[config.mk]
export PLATFORM = sky130hd
export DESIGN_NAME = hardroc_readout_ctrl
export DESIGN_NICKNAME = d
export VERILOG_FILES = /design/src/rtl/hardroc_readout_ctrl.sv
export SDC_FILE = /design/constraint.sdc
export NUM_CORES = 1
export LEC_CHECK = 0
export ABC_AREA = 1
export CORE_ASPECT_RATIO = 1.2
export CORE_MARGIN = 3
export CORE_UTILIZATION = 55
export CTS_CLUSTER_SIZE = 8
export DETAILED_ROUTE_END_ITERATION = 10
export GPL_ROUTABILITY_DRIVEN = 0
export HOLD_SLACK_MARGIN = 0.05
export PLACE_DENSITY = 0.86
export SETUP_SLACK_MARGIN = 0.2
export SYNTH_ARGS = -nofsm -noshare
export SYNTH_HDL_FRONTEND = slang
export SYNTH_SLANG_ARGS = --single-unit
[constraint.sdc]
create_clock -name Clk -period 3 [get_ports Clk]
set_input_delay 0.45 -clock Clk [delete_from_list [all_inputs] [get_ports Clk]]
set_output_delay 0.45 -clock Clk [all_outputs]
set_load 0.1 [all_outputs]
[src/rtl/hardroc_readout_ctrl.sv]
// HARDROC readout: START_READOUT/CLK_READ to the chip, DOUT deserialised MSB-first into 16-bit FIFO words.
// StartReadout->START_READOUT 1 cycle, 16th bit->FifoWrEn 1 cycle; FifoFull backpressure via 1-deep hold (overflow drops).
module hardroc_readout_ctrl #(
  parameter int          CLK_DIV     = 2,
  parameter int          START_WIDTH = 4,
  parameter logic [15:0] TX_TIMEOUT  = 16'd4000
) (
  input  logic        Clk,
  input  logic        reset_n,
  input  logic        StartReadout,
  output logic        EndReadout,
  output logic        START_READOUT,
  output logic        CLK_READ,
  input  logic        TRANSMITON_B,
  input  logic        DOUT,
  output logic [15:0] FifoData,
  output logic        FifoWrEn,
  input  logic        FifoFull,
  output logic [15:0] WordCount,
  output logic        TimeoutErr,
  output logic        OverflowErr
);

  typedef enum logic [2:0] {IDLE, START, WAIT_TX, SHIFT, FLUSH, DONE} state_t;

  state_t      state_q;
  logic        tx_meta_q, tx_sync_q, dout_meta_q, dout_sync_q;
  logic [15:0] div_q, start_cnt_q, to_cnt_q;
  logic [15:0] shift_q, hold_q, fifo_dat_q, word_cnt_q;
  logic [3:0]  bit_cnt_q;
  logic        hold_vld_q;
  logic        end_q, start_ro_q, clk_read_q, wr_en_q, tout_q, ovf_q;

  logic        toggle, sample, word_done, flush_word, new_vld;
  logic [4:0]  pad;
  logic [15:0] new_dat;

  // TRANSMITON_B idles high, so its synchroniser resets to the inactive level.
  always_ff @(posedge Clk or negedge reset_n) begin
    if (!reset_n) begin
      tx_meta_q   <= 1'b1;
      tx_sync_q   <= 1'b1;
      dout_meta_q <= 1'b0;
      dout_sync_q <= 1'b0;
    end else begin
      tx_meta_q   <= TRANSMITON_B;
      tx_sync_q   <= tx_meta_q;
      dout_meta_q <= DOUT;
      dout_sync_q <= dout_meta_q;
    end
  end

  assign toggle     = (div_q == 16'(CLK_DIV - 1));
  assign sample     = (state_q == SHIFT) && toggle && !clk_read_q;
  assign word_done  = sample && (bit_cnt_q == 4'd15);
  assign flush_word = (state_q == FLUSH) && (bit_cnt_q != 4'd0);
  assign pad        = 5'd16 - {1'b0, bit_cnt_q};
  assign new_vld    = word_done || flush_word;
  assign new_dat    = word_done ? {shift_q[14:0], dout_sync_q} : (shift_q << pad);

  always_ff @(posedge Clk or negedge reset_n) begin
    if (!reset_n) begin
      state_q     <= IDLE;
      div_q       <= '0;
      start_cnt_q <= '0;
      to_cnt_q    <= '0;
      shift_q     <= '0;
      hold_q      <= '0;
      hold_vld_q  <= 1'b0;
      bit_cnt_q   <= '0;
      fifo_dat_q  <= '0;
      word_cnt_q  <= '0;
      end_q       <= 1'b0;
      start_ro_q  <= 1'b0;
      clk_read_q  <= 1'b0;
      wr_en_q     <= 1'b0;
      tout_q      <= 1'b0;
      ovf_q       <= 1'b0;
    end else begin
      wr_en_q <= 1'b0;
      end_q   <= 1'b0;

      // The older held word always drains first; a new word then takes the register.
      if (!FifoFull && hold_vld_q) begin
        wr_en_q    <= 1'b1;
        fifo_dat_q <= hold_q;
        word_cnt_q <= word_cnt_q + 16'd1;
        if (new_vld) hold_q <= new_dat;
        else         hold_vld_q <= 1'b0;
      end else if (!FifoFull && new_vld) begin
        wr_en_q    <= 1'b1;
        fifo_dat_q <= new_dat;
        word_cnt_q <= word_cnt_q + 16'd1;
      end else if (FifoFull && new_vld) begin
        if (hold_vld_q) begin
          ovf_q <= 1'b1;
        end else begin
          hold_q     <= new_dat;
          hold_vld_q <= 1'b1;
        end
      end

      if (state_q == WAIT_TX || state_q == SHIFT) begin
        if (toggle) begin
          div_q      <= '0;
          clk_read_q <= ~clk_read_q;
        end else begin
          div_q <= div_q + 16'd1;
        end
      end

      case (state_q)
        IDLE: begin
          if (StartReadout) begin
            state_q     <= START;
            start_ro_q  <= 1'b1;
            start_cnt_q <= '0;
            to_cnt_q    <= '0;
            div_q       <= '0;
            clk_read_q  <= 1'b0;
            shift_q     <= '0;
            bit_cnt_q   <= '0;
            word_cnt_q  <= '0;
            tout_q      <= 1'b0;
            ovf_q       <= 1'b0;
          end
        end
        START: begin
          if (start_cnt_q == 16'(START_WIDTH - 1)) begin
            start_ro_q <= 1'b0;
            state_q    <= WAIT_TX;
          end else begin
            start_cnt_q <= start_cnt_q + 16'd1;
          end
        end
        WAIT_TX: begin
          if (!tx_sync_q) begin
            state_q <= SHIFT;
          end else if (to_cnt_q == TX_TIMEOUT - 16'd1) begin
            tout_q     <= 1'b1;
            end_q      <= 1'b1;
            clk_read_q <= 1'b0;
            state_q    <= DONE;
          end else begin
            to_cnt_q <= to_cnt_q + 16'd1;
          end
        end
        SHIFT: begin
          if (sample) begin
            shift_q   <= {shift_q[14:0], dout_sync_q};
            bit_cnt_q <= bit_cnt_q + 4'd1;
          end
          if (tx_sync_q) begin
            clk_read_q <= 1'b0;
            state_q    <= FLUSH;
          end
        end
        FLUSH: begin
          // Partial word goes out first, then wait until the hold register is empty.
          if (flush_word) begin
            shift_q   <= '0;
            bit_cnt_q <= '0;
          end else if (!hold_vld_q) begin
            end_q   <= 1'b1;
            state_q <= DONE;
          end
        end
        DONE:    state_q <= IDLE;
        default: state_q <= IDLE;
      endcase
    end
  end

  assign EndReadout    = end_q;
  assign START_READOUT = start_ro_q;
  assign CLK_READ      = clk_read_q;
  assign FifoData      = fifo_dat_q;
  assign FifoWrEn      = wr_en_q;
  assign WordCount     = word_cnt_q;
  assign TimeoutErr    = tout_q;
  assign OverflowErr   = ovf_q;

endmodule
==> flow_metrics.py <==
metrics = {
    "detailed_routing": {
        "routed_via_density": 5.49,
        "drtIter0Drc": 526,
        "post_drt_wl_per_cell_um": 13.7,
        "drcViolationCount": 0,
        "drtAntennaViolNets": 0,
        "wirelength_mm": 16.1,
        "dr_total_vias": 6458,
        "drt_pass1_iterations": 5,
    },
    "power_and_ir_drop": {
        "p_int_uw": 4180,
        "peakVddDrop_uv": 561,
        "power_frac_comb_pct": 40.4,
        "swShare_pct": 42.6,
        "p_seq_share_pct": 31.2,
        "p_sw_uw": 3100,
        "leakage_uw": 0.00399,
        "powerDensity_nw_per_um2": 866,
        "clockPowerShare_pct": 28.4,
    },
    "timing": {
        "worstMarginPinSlew_ns": 0.938,
        "maxSlewHeadroom_pct": 37.3,
        "fmax_ghz": 0.414,
        "final-hold-violation-count": 0,
        "finalSetupTns_ns": 0,
        "report.final.slew_viol_count": 0,
        "period_minus_slack_ns": 2.41,
        "setup_viol": 0,
        "fin_skew_ns": 0.00934,
        "holdWs_ns": 0.0470,
        "period_share_pct": 80.5,
        "rsz0062_at_grt": "false",
    },
    "yosys": {
        "synth_area_leaders": "dfrtp_1 43%, nand2_1 14%, nand3_1 4.8%, inv_1 4.5%, nor2_1 4.5%",
        "syn_area_per_cell_um2": 7.70,
        "async_flop_share_pct": 100,
        "syn_area_um2": 7390,
        "synthCells": 959,
        "yosys_warnings": 0,
        "synth_top_area_share_pct": 43.4,
        "seq_area_frac_synth_pct": 44.1,
        "synth_seq_cells": 130,
        "synth_edf_count": 0,
        "synth_cell_types": 51,
        "synth_ff_type": "dfrtp_1",
        "synth_top_cell_by_area": "dfrtp_1",
        "syn-num-nets": 972,
    },
    "global_routing": {
        "grt_max_degree": 71,
        "grt-ovfl-total": 0,
        "track_usage_pct": 22.8,
        "grt_pass1_vias": 6160,
        "grt_pass1_wl_mm": 28.4,
        "antenna_found_initial": 0,
    },
    "worst_setup_path": {
        "critical-path-top-delay-family": "simple AND/OR/NAND/NOR gates",
        "arrival_ns": 2.72,
        "rr_worst_depth": 9,
        "r2r_slack_ns": 0.59,
        "worstPathCellList": "inv_1, nor2_1, inv_1, nand2_4, inv_2, nand2_1, nand2_1, inv_1, nand2_1",
        "worstSetupPathType": "reg2reg",
        "critPathLaunchType": "flop",
        "rr_endpoint": "FifoData[13]",
        "r2r_start": "hold_vld_q",
        "worstPathRequired_ns": 3.31,
        "slowest_delay_ns": 0.76,
        "end_kind": "flop",
        "crit_buf_inv": 4,
        "cp_max_fo": 23,
        "crit_slowest_cell": "nor2_1",
    },
    "clock_network": {
        "postCtsHoldBufs": 0,
        "clk_latency_ns": 0.42,
        "cts_made_buffers": 17,
        "cts-root-buf": "clkbuf_16",
        "clk_path_buf_depth": 2,
        "clk_pin_slew_worst_paths_ns": 0.05,
        "cts_setup_buffers": 0,
        "clock_sinks": 130,
        "cts_resized": 0,
        "htree_levels": 4,
        "cts_tree": "built",
    },
    "floorplan": {
        "fp.dieH_um": 133,
        "fp.dieW_um": 112,
        "core-area_um2": 12900,
        "ios": 44,
        "placementRows": 45,
        "dieArea_um2": 14900,
        "initial_core_util_pct": 57.3,
    },
    "job": {
        "maxCapViolCount": 0,
    },
    "finish": {
        "multi_input_area_um2": 3580,
        "fillers": 1092,
        "regArea_um2": 3260,
        "areaGrowthSynthToFinish_pct": 13.8,
        "final_core_util_pct": 65.2,
        "diodes": 0,
        "final_common_cell": "nand2_1",
        "fin_nets": 1015,
        "drive_gt1_share_pct": 13.9,
        "final_cell_mix": "283 x nand2_1, 128 x dfrtp_1, 89 x inv_1",
    },
    "placement": {
        "io_buffers": 43,
        "post-dp-hpwl_mm": 11.3,
    },
    "worst_hold_path": {
        "hold_path.class": "in2async",
    },
    "outcome": {
        "outcome": "finished, final reports clean",
    },
}
-- per-stage QoR --
stage / setup WS [ns] / cell area, µm² / std cells / power [µW]
floorplan: 0.814 / 7390 / 959 / 4640
global placement: 0.400 / 7820 / 1147 / 5150
detailed placement: 0.223 / 7820 / 1147 / 5200
CTS: 0.548 / 8410 / 1176 / 7300
global route: 0.353 / 8410 / 1176 / 7790
finish: 0.585 / 8410 / 1176 / 7280
-- final cells by class --
type | count | share of cell area (%)
Clock buffer | 23 | 5.69
Clock inverter | 6 | 1.25
Timing Repair Buffer | 49 | 4.69
Inverter | 103 | 4.66
Multi-Input combinational cell | 701 | 42.5
Sequential cell | 130 | 38.7
Tap cell | 164 | 2.44
-- synth_stat cells, types with 11 or more instances --
library cell	n
xor2_1	20
inv_2	13
dfrtp_1	128
nand3_1	71
o22ai_1	23
o31ai_1	11
nand2_2	17
nor3_1	18
buf_2	11
nand2_1	283
o21ai_0	46
inv_1	89
nor2_1	88
nand4_1	12
a21oi_1	27
-- worst register-to-register path, stage by stage (launching register included) --
cell,delay (ns)
dfrtp_1,0.40
inv_1,0.20
nor2_1,0.76
inv_1,0.21
nand2_4,0.28
inv_2,0.21
nand2_1,0.11
nand2_1,0.05
inv_1,0.04
nand2_1,0.05
-- logic make-up (layout without fill, tap and decap cells) --
| family | Yosys count | in the layout | synth area share [%] |
|---|---|---|---|
| AND/OR/NAND/NOR | 531 | 531 | 32.8 |
| AO/OA/AOI/OAI | 136 | 136 | 11.0 |
| flip-flops | 130 | 130 | 44.1 |
| buffers and inverters | 128 | 181 | 7.54 |
| XOR/XNOR | 27 | 27 | 3.40 |
| adder cells (fa/ha/maj) | 7 | 7 | 1.19 |
-- worst max-delay path by stage --
stage            startpoint             to  slack, ns  cells past startpoint
3_3_place_gp       FifoFull   FifoData[15]       0.40                      9
5_1_grt          hold_vld_q   FifoData[13]       0.35                      9
3_5_place_dp       FifoFull   FifoData[13]       0.22                      9
4_1_cts          hold_vld_q   FifoData[13]       0.55                      9
6_report         hold_vld_q   FifoData[13]       0.59                      9
2_1_floorplan  WordCount[0]  WordCount[14]       0.81                      7
-- registers in the layout (all words and copies together), names as in the netlist, 3 cells and up --
name,flops
shift_q,16
bit_cnt_q,4
start_cnt_q,16
state_q,3
to_cnt_q,16
WordCount,16
div_q,16
FifoData,16
hold_q,16
-- power by group through the flow --
| stage | Combinational, µW | Sequential [µW] | Clock (µW) |
|---|---|---|---|
| 6_report | 2940 | 2270 | 2070 |
| 5_1_grt | 3290 | 2310 | 2190 |
| 4_1_cts | 2930 | 2270 | 2100 |
| 3_5_place_dp | 2910 | 2290 | 0 |
| 3_3_place_gp | 2870 | 2280 | 0 |
| 2_1_floorplan | 1920 | 2720 | 0 |
-- per-layer routing --
| layer | part of all wire, % | global-route usage (%) | vias to the layer above |
|---|---|---|---|
| li1 | - | - | 3213 |
| met1 | 44 | 29.9 | 3030 |
| met2 | 49 | 37.8 | 193 |
| met3 | 5.2 | 5.03 | 22 |
| met4 | 1.5 | 7.44 | 0 |
| met5 | 0 | 0 | - |
Note: power is estimated with default switching activity, not from simulation.
